`src/rtl/past_history_buf.sv`:
```
// Gated history recorder for a 1-bit signal and a bus: the hardware analogue of $past(x, N, en).
// Reads are registered and see the history as it stood before the same-edge write.
module past_history_buf #(
  parameter int unsigned B_W   = 4,
  parameter int unsigned DEPTH = 8,
  localparam int unsigned LAG_W = $clog2(DEPTH + 1)
) (
  input  logic             clk,
  input  logic             rst_n,
  input  logic             en,
  input  logic             a,
  input  logic [B_W-1:0]   b,
  input  logic             rd_req,
  input  logic [LAG_W-1:0] rd_lag,
  output logic             rd_valid,
  output logic             rd_a,
  output logic [B_W-1:0]   rd_b,
  output logic             rd_hit,
  output logic [LAG_W-1:0] count,
  output logic             full
);

  localparam int unsigned PTR_W = (DEPTH > 1) ? $clog2(DEPTH) : 1;
  localparam int unsigned SUM_W = LAG_W + 1;
  localparam logic [LAG_W-1:0] DepthL   = LAG_W'(DEPTH);
  localparam logic [SUM_W-1:0] DepthS   = SUM_W'(DEPTH);
  localparam logic [PTR_W-1:0] LastPtr  = PTR_W'(DEPTH - 1);

  logic [B_W:0]       mem [DEPTH];
  logic [PTR_W-1:0]   wr_ptr;
  logic [SUM_W-1:0]   rd_sum;
  logic [PTR_W-1:0]   rd_idx;
  logic               hit_d;
  logic [B_W:0]       data_d;

  // (wr_ptr - lag) mod DEPTH without relying on power-of-two wrap; only used when lag <= count
  always_comb begin
    rd_sum = SUM_W'(wr_ptr) + DepthS - SUM_W'(rd_lag);
    if (rd_sum >= DepthS) begin
      rd_sum = rd_sum - DepthS;
    end
    rd_idx = rd_sum[PTR_W-1:0];
    hit_d  = 1'b0;
    data_d = '0;
    if (rd_lag == '0) begin
      hit_d  = 1'b1;
      data_d = {a, b};
    end else if (rd_lag <= count) begin
      hit_d  = 1'b1;
      data_d = mem[rd_idx];
    end
  end

  always_ff @(posedge clk) begin
    if (!rst_n) begin
      wr_ptr   <= '0;
      count    <= '0;
      rd_valid <= 1'b0;
      rd_a     <= 1'b0;
      rd_b     <= '0;
      rd_hit   <= 1'b0;
    end else begin
      if (en) begin
        wr_ptr <= (wr_ptr == LastPtr) ? '0 : wr_ptr + PTR_W'(1);
        if (count != DepthL) begin
          count <= count + LAG_W'(1);
        end
      end
      rd_valid <= rd_req;
      if (rd_req) begin
        rd_hit       <= hit_d;
        {rd_a, rd_b} <= data_d;
      end
    end
  end

  // Storage is never cleared; count keeps stale entries unreachable after reset.
  always_ff @(posedge clk) begin
    if (rst_n && en) begin
      mem[wr_ptr] <= {a, b};
    end
  end

  assign full = (count == DepthL);

endmodule
```
`config.mk`:
```
export PLATFORM = sky130hd
export DESIGN_NAME = past_history_buf
export DESIGN_NICKNAME = d
export VERILOG_FILES = /design/src/rtl/past_history_buf.sv
export SDC_FILE = /design/constraint.sdc
export NUM_CORES = 1
export LEC_CHECK = 0
export CORE_ASPECT_RATIO = 1.4
export CORE_MARGIN = 8
export CORE_UTILIZATION = 65
export CTS_CLUSTER_SIZE = 16
export DETAILED_ROUTE_END_ITERATION = 7
export DONT_BUFFER_PORTS = 1
export HOLD_SLACK_MARGIN = 0.06
export PLACE_DENSITY = 0.85
export SYNTH_ARGS = -nofsm -noshare
export SYNTH_HDL_FRONTEND = slang
export SYNTH_SLANG_ARGS = --single-unit
```
`constraint.sdc`:
```
create_clock -name clk -period 4.9 [get_ports clk]
set_clock_uncertainty 0.15 [all_clocks]
set_input_delay 0.49 -clock clk [delete_from_list [all_inputs] [get_ports clk]]
set_output_delay 0.49 -clock clk [all_outputs]
set_load 0.01 [all_outputs]
```
After elaboration in Yosys (flattened, before gate mapping) --
Memory sizes are Yosys's and may differ from the RTL's. Index checks and enable logic that the tools add are counted.
Cells by class: bitwise operators 0, multiplexer cells 8, $add $sub $neg 5, shift-type cells 0, multiply operators 0, order comparisons 2, divide/modulo/power cells 0, equal/unequal tests 3, reduce and logical (&&, ||, !) cells 3
Operators with widths (count):
- two-way mux 5 bit | 2
- two-way mux 3 bit | 2
- adder 3 x 4 -> 5 bit (second input constant) | 1
- >= comparator 5 x 4 -> 1 bit (second input constant) | 1
- subtractor 5 x 4 -> 5 bit | 1
- adder 4 x 1 -> 4 bit (second input constant) | 1
- equality test 4 bit (second input constant) | 1
- less-or-equal comparator 4 bit | 1
- zero test 4 bit | 1
- two-way mux 1 bit | 4
- inequality test 4 bit (second input constant) | 1
- adder 3 x 1 -> 3 bit (second input constant) | 1
- equality test 3 bit (second input constant) | 1
- subtractor 3 x 1 -> 3 bit (second input constant) | 1
- AND reduction 2 bit | 1
- logical AND 1 bit | 1
Word-level totals: ROM bits 0, memories 1, RAM bits 40, output and inout bits 12, input port bits 13, register bits after elaboration 14, bits in latches 0
Memories:
- mem | depth 8, width 5, rd ports 1, clocked after memory_dff 0, wr ports 1, RTL line 29 | logic [B_W:0] mem [DEPTH];

Depth between registers and ports, before layout --
Gate-level depths: netlist (run 1). An unclocked memory read counts as a cell.
depth in word-level cells 7, mapped depth 8, mapped depth without buffers 8

Least setup slack after synthesis (run 1) --
No wires, ideal clock.
kind in2reg, from in rd_lag[0], to reg rd_a, path slack 2.605 ns, data required time 4.618 ns, stages on the path 7, arrival time 2.012 ns, buffers on the path 1, cell sequence ha_1 -> inv_1 -> fa_1 -> buf_4 -> mux4_2 -> mux2i_1 -> o31ai_1
Between the ends: longest elaborated chain between the ends 6, elaborated cells between the ends (all ways) 9, those cells by class add/sub (2); order compare (2); mux (3); reduce/logical (1); memory (1)
RTL lines:
- start: declaration | RTL line 14 | input logic [LAG_W-1:0] rd_lag,
- subtractor 5 x 4 -> 5 bit | RTL line 38 | rd_sum = SUM_W'(wr_ptr) + DepthS - SUM_W'(rd_lag);
- >= comparator 5 x 4 -> 1 bit or subtractor 3 x 1 -> 3 bit (tied branches) | RTL line 39, 40
- two-way mux 3 bit | RTL line 39 | if (rd_sum >= DepthS) begin
- memory read (8 x 5 bit)
- two-way mux 5 bit | RTL line 48 | end else if (rd_lag <= count) begin
- two-way mux 5 bit * | RTL line 45 | if (rd_lag == '0) begin
- end signal: assignment | RTL line 72 | {rd_a, rd_b} <= data_d;
- end: declaration | RTL line 16 | output logic rd_a,
Mark *: on every way between the ends. The rest lies on a longest branch, timed or not. A chain may end at the register's enable or synchronous reset.

Worst setup path in the final report (run 1) --
from reg wr_ptr[0], to reg rd_b[2]
Between the ends: longest elaborated chain between the ends 7, elaborated cells between the ends (all ways) 8, those cells by class add/sub (3); order compare (1); mux (3); memory (1)
RTL lines:
- start: declaration | RTL line 30 | logic [PTR_W-1:0] wr_ptr;
- start signal: assignment | RTL line 64 | wr_ptr <= (wr_ptr == LastPtr) ? '0 : wr_ptr + PTR_W'(1);
- adder 3 x 4 -> 5 bit * | RTL line 38
- subtractor 5 x 4 -> 5 bit * | RTL line 38
- >= comparator 5 x 4 -> 1 bit or subtractor 3 x 1 -> 3 bit (tied branches) | RTL line 39, 40
- two-way mux 3 bit * | RTL line 39
- memory read (8 x 5 bit) *
- two-way mux 5 bit * | RTL line 48
- two-way mux 5 bit * | RTL line 45
- end signal: assignment | RTL line 72
- end: declaration | RTL line 17 | output logic [B_W-1:0] rd_b,
Marks and branches as above.

==> results of run 1 <==
-- routing by layer --
metal | track usage [%] | vias to the layer above
li1 | - | 607
met1 | 16.88 | 659
met2 | 28.36 | 61
met3 | 5.634 | 16
met4 | 8.779 | 0
met5 | 0 | -
-- critical path, stage by stage (launching register included) --
cell,delay (ps)
dfxtp_1,340
inv_1,100
ha_1,150
inv_1,50
fa_1,920
mux4_2,590
mux2i_1,230
o31ai_1,100
-- cell type report --
type,instances,area [um^2]
Tap cell,42,52.55
Clock buffer,6,82.58
Clock inverter,2,60.06
Multi-Input combinational cell,92,803.3
Fill cell,256,1050
Inverter,13,48.80
Sequential cell,54,1481
-- final timing paths --
kind	from	to	slack (ps)
worst max-delay path	wr_ptr[0]	rd_b[2]	2140
worst min-delay path	a	mem[5][4]	130
worst max register to register	wr_ptr[0]	rd_b[2]	2140
worst min register to register	rd_hit	rd_hit	430
-- cells in the mapped netlist, types with 2 or more instances --
cell / instances
a21oi_1: 3
and2_1: 4
buf_2: 2
clkbuf_1: 3
dfxtp_1: 14
edfxtp_1: 40
ha_1: 9
inv_1: 13
mux2i_1: 8
mux4_2: 10
nand2_1: 16
nor2_1: 7
nor2b_1: 5
nor3_1: 2
o21ai_0: 3
o22ai_1: 5
o31ai_1: 5
xnor2_1: 2
-- state kept, by name, indices dropped and copies added, names as in the netlist --
register	cells
rd_b	4
rd_hit	1
count	4
mem	40
wr_ptr	3
rd_a	1
rd_valid	1
-- where the power goes --
| group | total [mW] | switching [mW] | internal, mW |
|---|---|---|---|
| registers | 0.514 | 0.0124 | 0.501 |
| logic | 0.0971 | 0.0480 | 0.0491 |
| clock network | 0.353 | 0.135 | 0.218 |
| total | 0.963 | 0.195 | 0.768 |
-- per-stage QoR --
stage                     cells  worst slack, ps  hold slack [ps]
after floorplan             166             2605            390.3
after global placement      201             2219            416.9
after detailed placement    201             2107            415.6
after CTS                   209             2147            123.1
after global routing        209             2057            114.2
final                       209             2137            127.3
-- cell families after synthesis --
| logic type | synth area share, % |
|---|---|
| AO/OA/AOI/OAI | 4.727 |
| adder cells (fa/ha/maj) | 5.567 |
| XOR/XNOR | 1.786 |
| buffers and inverters | 4.097 |
| multiplexers | 12.82 |
| AND/OR/NAND/NOR | 8.824 |
| flip-flops | 62.18 |
==> summary.md, run 1 <==
| Metric | Value |
|---|---|
| Status | finished clean |
| Vias | 1,343 |
| WL per Instance | 21.93 um |
| Hold Crit Depth | 0 |
| Max Root-Sink Buffers | 2 |
| Clock tree root buffer cell | clkbuf_8 |
| Commonest non-fill, non-tap cell in the layout | edfxtp_1 |
| Final setup vio count | 0 |
| H-tree levels | 2 |
| Fin crit share | 56.39% |
| Synth area leader | edfxtp_1 |
| Post-synthesis async set-or-reset flop share | 0% |
| DIE AREA | 5886 um^2 |
| Area Overhead vs Synth | 6.145% |
| Worst Setup Start Kind | register |
| Crit path capture type | register |
| Vias in the first global route | 1,412 |
| DRT antenna net count | 0 |
| Largest net degree at the start of global routing | 19 |
| Grt ovf | 0 |
| Max cap viols | 0 |
| Top_reg_cell synth | edfxtp_1 |
| Layout Utilization | 70.66% |
| Post-Syn Area | 2382 um^2 |
| Most frequent cells in the layout | 40 x edfxtp_1, 16 x nand2_1, 14 x dfxtp_1 |
| Required @ worst endpoint | 4920 ps |
| Crit Path Category | reg2reg |
| Crit path DAT | 2780 ps |
| Sequential fraction of the synthesis area | 62.18% |
| Synthesized flop and latch total | 54 |
| Peak Freq | 0.3619 GHz |
| RSZ-0062 raised after global routing | false |
| Drt pass-1 iters | 4 |
| Clk sinks | 54 |
| Clock-pin slew on the worst setup and hold paths | 90 ps |
| Main area contributors after synthesis | edfxtp_1 50%, dfxtp_1 12%, mux4_2 9.5% |
| Slew margin rel. | 42.90% |
| Crit path max fanout | 10 |
| I/O pins | 25 |
| Setup Fix Bufs, Post-CTS | 0 |
| Maximum VDD drop | 0.3504 mV |
| PortBufs | 0 |
| First-pass GRT wire length | 6969 um |
| Syn nets | 189 |
| Number of synthesized flops with an enable pin | 40 |
| Via density | 6.426 |
| Post-detail-place hpwl | 3302 um |
| Initial core utilization | 66.57% |
| Lkg Pwr | 0.8713 nW |
| Worst reg-to-reg path cell count | 7 |
| Initial DRC Count | 84 |
| Total track usage | 16.45% |
| Nets@finish | 189 |
| Die Y | 87.63 um |
| Core outline area | 3578 um^2 |
| Final Power | 0.9632 mW |
| Yosys top cell area share | 50.42% |
| Later-pin clock latency in the skew report | 300 ps |
| WL met2 | 2478 um |
| Ant diodes | 0 |
| Post-DP Area | 2386 um^2 |
| Post-synthesis area per instance | 14.35 um^2 |
| Max-slew violations | 0 |
| Met3 WL post-DR | 297 um |
| Final hold viol count | 0 |
| Residual DRC | 0 |
| Worst-margin pin slew | 850.0 ps |
| Post-synth cell types | 33 |
| Syn. warnings | 0 |
| Top sig layer | met4 |
| Post-cts hold buffer count | 0 |
| Layout cells sized above 1 | 11.98% |
| Final min period | 2763 ps |
| Pwr dens | 380.9 nW/um^2 |
| Cells after Synth | 166 |
| Routed WL | 4584 um |
| M1 WL | 1668 um |
| TritonCTS clock tree | built |
| RePlAce Congestion | 0.8182 |
| Row count | 26 |
| PostCTS Resize Cnt | 0 |
| Design area | 2529 um^2 |
| Initial antenna violation count | 0 |
| Num CTS Buffers | 5 |
| Hold WC Path Type | in2reg |
| Die X | 67.17 um |
| Setup TNS | 0 ps |
Power figures use the tool's default switching activity.
==> run 2: changes to the inputs <==
- CORE_UTILIZATION: 65 -> 62
- PLACE_DENSITY: 0.85 -> 0.82
- clock period: 4.9 -> 2.9 ns (I/O delays scaled with it)
==> run 2 against run 1 <==
Against the previous run: via count grew 3.1%; setup slack lost 1700 ps; largest cell class unchanged; global-route usage is 1.2 points higher; hold slack got worse by 37 ps; largest power group unchanged; first-iteration DRC count did not move; clock power up 14%; critical path depth did not move; final area grew 1.5%; critical path type unchanged; register-to-register slack worse by 1700 ps; sequential share of layout area fell by 0.88 points; fmax grew 12%; die area is 3.8% higher.
==> summary.md, run 2 (synthesized netlist as in run 1, its figures left out) <==
| Metric | Value |
|---|---|
| Status | finished clean (unchanged) |
| DIE AREA | 6110 um^2 (was 5886 um^2) |
| Layout cells sized above 1 | 10.73% (was 11.98%) |
| Via density | 6.320 (was 6.426) |
| Setup Fix Bufs, Post-CTS | 0 (unchanged) |
| Worst-margin pin slew | 837.4 ps (was 850.0 ps) |
| Clock-pin slew on the worst setup and hold paths | 90 ps (about the same) |
| Grt ovf | 0 (unchanged) |
| Largest register by flop count | mem (unchanged) |
| Peak Freq | 0.4053 GHz (was 0.3619 GHz) |
| Initial core utilization | 64.81% (was 66.57%) |
| Area Overhead vs Synth | 7.773% (was 6.145%) |
| Required @ worst endpoint | 2950 ps (was 4920 ps) |
| Drt pass-1 iters | 4 (unchanged) |
| Num CTS Buffers | 5 (unchanged) |
| Ant diodes | 0 (unchanged) |
| Later-pin clock latency in the skew report | 300 ps (about the same) |
| Final Power | 1.451 mW (was 0.9632 mW) |
| Max-slew violations | 0 (unchanged) |
| Largest registers | mem x40, count x4, rd_b x4 (unchanged) |
| Final hold viol count | 0 (unchanged) |
| Setup TNS | 0 ps (unchanged) |
| Initial DRC Count | 84 (unchanged) |
| Total track usage | 17.68% (was 16.45%) |
| Row count | 26 (unchanged) |
| Maximum VDD drop | 0.4617 mV (was 0.3504 mV) |
| Die Y | 89.35 um (was 87.63 um) |
| Dpl cells | 202 (was 201) |
| Slew margin rel. | 43.74% (was 42.90%) |
| Clk sinks | 54 (unchanged) |
| Final min period | 2468 ps (was 2763 ps) |
| Residual DRC | 0 (unchanged) |
| Lkg Pwr | 0.8824 nW (was 0.8713 nW) |
| TritonCTS clock tree | built (unchanged) |
| Clock tree root buffer cell | clkbuf_8 (unchanged) |
| PortBufs | 0 (unchanged) |
| Crit path max fanout | 6 (was 10) |
| Initial antenna violation count | 1 (was 0) |
| Final non-filler cell total | 219 (was 209) |
| Routed WL | 4740 um (was 4584 um) |
| Crit Path Category | reg2reg (unchanged) |
| I/O pins | 25 (unchanged) |
| Commonest non-fill, non-tap cell in the layout | edfxtp_1 (unchanged) |
| Largest register FFs | 40 (unchanged) |
| DRT antenna net count | 0 (unchanged) |
| Most frequent cells in the layout | 40 x edfxtp_1, 16 x nand2_1, 14 x dfxtp_1 (unchanged) |
| Vias | 1,384 (was 1,343) |
| RSZ-0062 raised after global routing | false (unchanged) |
| First-pass GRT wire length | 7672 um (was 6969 um) |
| Largest net degree at the start of global routing | 17 (was 19) |
| Crit path capture type | register (unchanged) |
| WL per Instance | 21.64 um (was 21.93 um) |
| Fin crit share | 85.09% (was 56.39%) |
| H-tree levels | 2 (unchanged) |
| RePlAce Congestion | 0.7616 (was 0.8182) |
| Crit path DAT | 2520 ps (was 2780 ps) |
| Hold WC Path Type | in2reg (unchanged) |
| Nets@finish | 199 (was 189) |
| Pwr dens | 565.1 nW/um^2 (was 380.9 nW/um^2) |
| Max Root-Sink Buffers | 2 (unchanged) |
| Die X | 68.39 um (was 67.17 um) |
| Post-detail-place hpwl | 3346 um (was 3302 um) |
| Worst Setup Start Kind | register (unchanged) |
| Vias in the first global route | 1,473 (was 1,412) |
| Final setup vio count | 0 (unchanged) |
| Max cap viols | 0 (unchanged) |
| Core outline area | 3676 um^2 (was 3578 um^2) |
run 2: cell types whose count changed in the layout (fill, tap and decap cells not counted), sizes merged:
cell and delta:
dlygate4sd3 +9, bufinv -2, buf +1, clkbuf +1, clkinvlp +1
run 2: where the power goes:
group	internal, mW	total, mW	leakage (nW)	switching (mW)
Combinational	0.0928	0.184	0.368	0.0909
Clock	0.171	0.401	0.0385	0.230
Sequential	0.847	0.866	0.476	0.0196
Total	1.11	1.45	0.882	0.340
run 2: cell type report:
| type | count | area [um^2] |
|---|---|---|
| inverter | 13 | 48.80 |
| clock inverter | 1 | 7.507 |
| timing repair buffer | 10 | 97.59 |
| tap | 42 | 52.55 |
| multi-input combinational | 92 | 803.3 |
| fill | 253 | 1109 |
| clock buffer | 7 | 76.32 |
| sequential | 54 | 1481 |
run 2: stage by stage:
stage | cell area, um^2 | hold slack [ps] | util, % | worst slack (ps)
after detailed placement | 2394 | 239.5 | 65.11 | 488.7
after floorplan | 2382 | 238.9 | - | 712.4
after global routing | 2567 | 77.90 | 69.84 | 283.3
after global placement | 2394 | 239.7 | 65.11 | 599.5
final | 2567 | 90.61 | 69.84 | 432.4
after CTS | 2567 | 74.07 | 69.84 | 426.2
run 2: worst paths after layout:
kind / start / to / slack [ps] / depth (start not counted)
min: rd_req / rd_b[2] / 90 / 3
max reg2reg: count[1] / rd_hit / 430 / 7
max: count[1] / rd_hit / 430 / 7
min reg2reg: wr_ptr[1] / wr_ptr[1] / 490 / 2
run 2: worst max-delay path, stage by stage, from the launching register on:
cell	delay, ps
dfxtp_1	460
inv_1	100
ha_1	290
nor2b_1	120
o211ai_1	90
a21oi_1	450
a31oi_1	140
dlygate4sd3_1	570
run 2: metal layers:
layer | wire, um | GRT usage, % | share of wire (%)
met5 | 13 | 0 | 0.27
met4 | 104 | 8.598 | 2.2
met3 | 271 | 5.144 | 5.7
met2 | 2618 | 31.04 | 55
met1 | 1731 | 18.43 | 37
run 2: repair_timing:
| action | 4_1_cts | 5_1_grt |
|---|---|---|
| hold endpoints to repair | 54 | 0 |
| hold buffers | 9 | 0 |
| gates resized for setup | 0 | 0 |
==> run 3: changes to the inputs <==
- CORE_ASPECT_RATIO: 1.4 -> default
==> run 3 against run 2 <==
Against the previous run: first-iteration DRC count is 85% higher; final cell count grew 2.7%; count of clock-buffer cells in the layout decreased by 2; register-to-register slack lost 60 ps; sequential cell count unchanged; combinational power barely moved; wire length is 3.7% higher; non-clock buffer count stayed put; die area fell by 0.47%; setup slack got worse by 62 ps; total power up 7.3%.
==> summary.md, run 3 (synthesized netlist as in run 1, its figures left out) <==
| Metric | Value |
|---|---|
| Max Root-Sink Buffers | 2 (unchanged) |
| Setup TNS | 0 ps (unchanged) |
| Ant diodes | 0 (unchanged) |
| Most frequent cells in the layout | 40 x edfxtp_1, 16 x nand2_1, 14 x dfxtp_1 (unchanged) |
| Internal power | 1.197 mW (was 1.111 mW) |
| Switch share | 23.07% (was 23.45%) |
| Initial antenna violation count | 0 (was 1) |
| Commonest non-fill, non-tap cell in the layout | edfxtp_1 (unchanged) |
| Drt pass-1 iters | 4 (unchanged) |
| NetSw | 0.3590 mW (was 0.3403 mW) |
| Post-detail-place hpwl | 3232 um (was 3346 um) |
| Peak Freq | 0.3953 GHz (was 0.4053 GHz) |
| Slowest CP cell | dlygate4sd3_1 (unchanged) |
| Lkg Pwr | 0.9001 nW (was 0.8824 nW) |
| Comb power frac | 11.6% (was 12.7%) |
| Clk sinks | 54 (unchanged) |
| Status | finished clean (unchanged) |
| Vias in the first global route | 1,420 (was 1,473) |
| Clock tree root buffer cell | clkbuf_8 (unchanged) |
| Seq pwr share | 55.7% (was 59.7%) |
| Initial core utilization | 64.59% (was 64.81%) |
| Layout cells sized above 1 | 11.30% (was 10.73%) |
| RSZ-0062 raised after global routing | false (unchanged) |
| Largest register FFs | 40 (unchanged) |
| Row count | 22 (was 26) |
| Routed WL | 4914 um (was 4740 um) |
| Buf+Inv Stages, Crit Path | 2 (unchanged) |
| Die X | 77.99 um (was 68.39 um) |
| Later-pin clock latency in the skew report | 310 ps (was 300 ps) |
| Num CTS Buffers | 5 (unchanged) |
| Grt ovf | 0 (unchanged) |
| Final hold viol count | 0 (unchanged) |
| Slew margin rel. | 47.34% (was 43.74%) |
| DIE AREA | 6082 um^2 (was 6110 um^2) |
| Max-slew violations | 0 (unchanged) |
| H-tree levels | 2 (unchanged) |
| Worst hold margin | 71.25 ps (was 90.61 ps) |
| DRT antenna net count | 0 (unchanged) |
| Family with the most delay on the worst path | compound AO/OA/AOI/OAI gates (unchanged) |
| Largest registers | mem x40, count x4, rd_b x4 (unchanged) |
| Core outline area | 3689 um^2 (was 3676 um^2) |
| Crit-path cells | inv_1 > ha_1 > nor2b_1 > o211ai_1 > a21oi_1 > a31oi_1 > dlygate4sd3_1 (unchanged) |
| Layout Utilization | 70.56% (was 69.84%) |
| Initial DRC Count | 155 (was 84) |
| Clock-pin slew on the worst setup and hold paths | 100 ps (was 90 ps) |
| Final setup vio count | 0 (unchanged) |
| PostCTS Resize Cnt | 0 (unchanged) |
| Crit Path Category | reg2reg (unchanged) |
| Nets@finish | 199 (unchanged) |
| Total track usage | 17.15% (was 17.68%) |
| Area Overhead vs Synth | 9.244% (was 7.773%) |
| Final min period | 2529 ps (was 2468 ps) |
| Fraction of power consumed by the clock network | 32.7% (was 27.6%) |
| WL per Instance | 21.84 um (was 21.64 um) |
| PortBufs | 0 (unchanged) |
| Hold WC Path Type | in2reg (unchanged) |
| Crit path max fanout | 6 (unchanged) |
| Maximum VDD drop | 0.3822 mV (was 0.4617 mV) |
| Largest register by flop count | mem (unchanged) |
| Max cap viols | 0 (unchanged) |
| Crit path capture type | register (unchanged) |
| Worst Setup Start Kind | register (unchanged) |
| Final non-filler cell total | 225 (was 219) |
| Largest net degree at the start of global routing | 18 (was 17) |
| Required @ worst endpoint | 2960 ps (was 2950 ps) |
| Pwr dens | 597.9 nW/um^2 (was 565.1 nW/um^2) |
| Worst-margin pin slew | 783.8 ps (was 837.4 ps) |
| Vias | 1,412 (was 1,384) |
| Post-DP Area | 2401 um^2 (was 2394 um^2) |
| Die Y | 77.99 um (was 89.35 um) |
| First-pass GRT wire length | 7969 um (was 7672 um) |
| TritonCTS clock tree | built (unchanged) |
| Dpl cells | 208 (was 202) |
| Residual DRC | 0 (unchanged) |
| Worst path max stage delay | 570 ps (about the same) |
| Design area | 2603 um^2 (was 2567 um^2) |
| I/O pins | 25 (unchanged) |
| Fillers | 230 (was 253) |
| Fin crit share | 87.22% (was 85.09%) |
| Via density | 6.276 (was 6.320) |
| Crit path DAT | 2580 ps (was 2520 ps) |
| RePlAce Congestion | 0.7637 (was 0.7616) |
-- run 3: cell count changes in the layout (fill, tap and decap cells not counted), sizes merged --
cell      previous run  this run
bufinv               0         1
inv                 13        14
clkinvlp             1         0
clkinv               0         1
clkbuf               7         5
-- run 3: path summary, 6_finish.rpt --
check	cells past startpoint	slack, ps	end	start
min	3	70	rd_b[1]	rd_req
min reg2reg	4	500	rd_b[3]	rd_b[3]
max	7	370	rd_hit	count[1]
max reg2reg	7	370	rd_hit	count[1]
-- run 3: cell type report --
class | count | area (um^2) | area share [%]
sequential | 54 | 1481 | 56.92
multi-input combinational | 92 | 803.3 | 30.87
timing repair buffer | 10 | 97.59 | 3.750
clock buffer | 5 | 68.82 | 2.644
tap | 48 | 60.06 | 2.308
inverter | 13 | 48.80 | 1.875
clock inverter | 3 | 42.54 | 1.635
-- run 3: routing by layer --
| metal | track usage [%] | vias up | part of all wire [%] |
|---|---|---|---|
| met3 | 6.682 | 12 | 11 |
| met2 | 27.65 | 88 | 48 |
| met5 | 0 | - | 0 |
| met4 | 6.667 | 0 | 1.8 |
| li1 | - | 628 | - |
| met1 | 20.23 | 684 | 40 |
-- run 3: through the flow --
stage	worst slack (ps)	power (mW)
detailed placement	554.4	1.043
finish	370.5	1.556
global placement	639.0	1.031
floorplan	712.4	1.019
global route	211.5	1.603
CTS	362.3	1.553
-- run 3: repair_timing --
action | CTS | global route
endpoints found under the hold margin | 54 | 0
hold buffers | 9 | 0
buffers inserted | 0 | 0
-- run 3: power by group through the flow --
stage,Combinational [mW],Sequential [mW],Clock (mW)
3_3_place_gp,0.147,0.884,0
4_1_cts,0.181,0.866,0.506
6_report,0.181,0.866,0.509
2_1_floorplan,0.140,0.879,0
3_5_place_dp,0.158,0.885,0
5_1_grt,0.197,0.869,0.537
-- run 3: worst min-delay path, stage by stage --
cell and delay, ps:
o22ai_1 70, nand2_1 70, o31ai_1 70
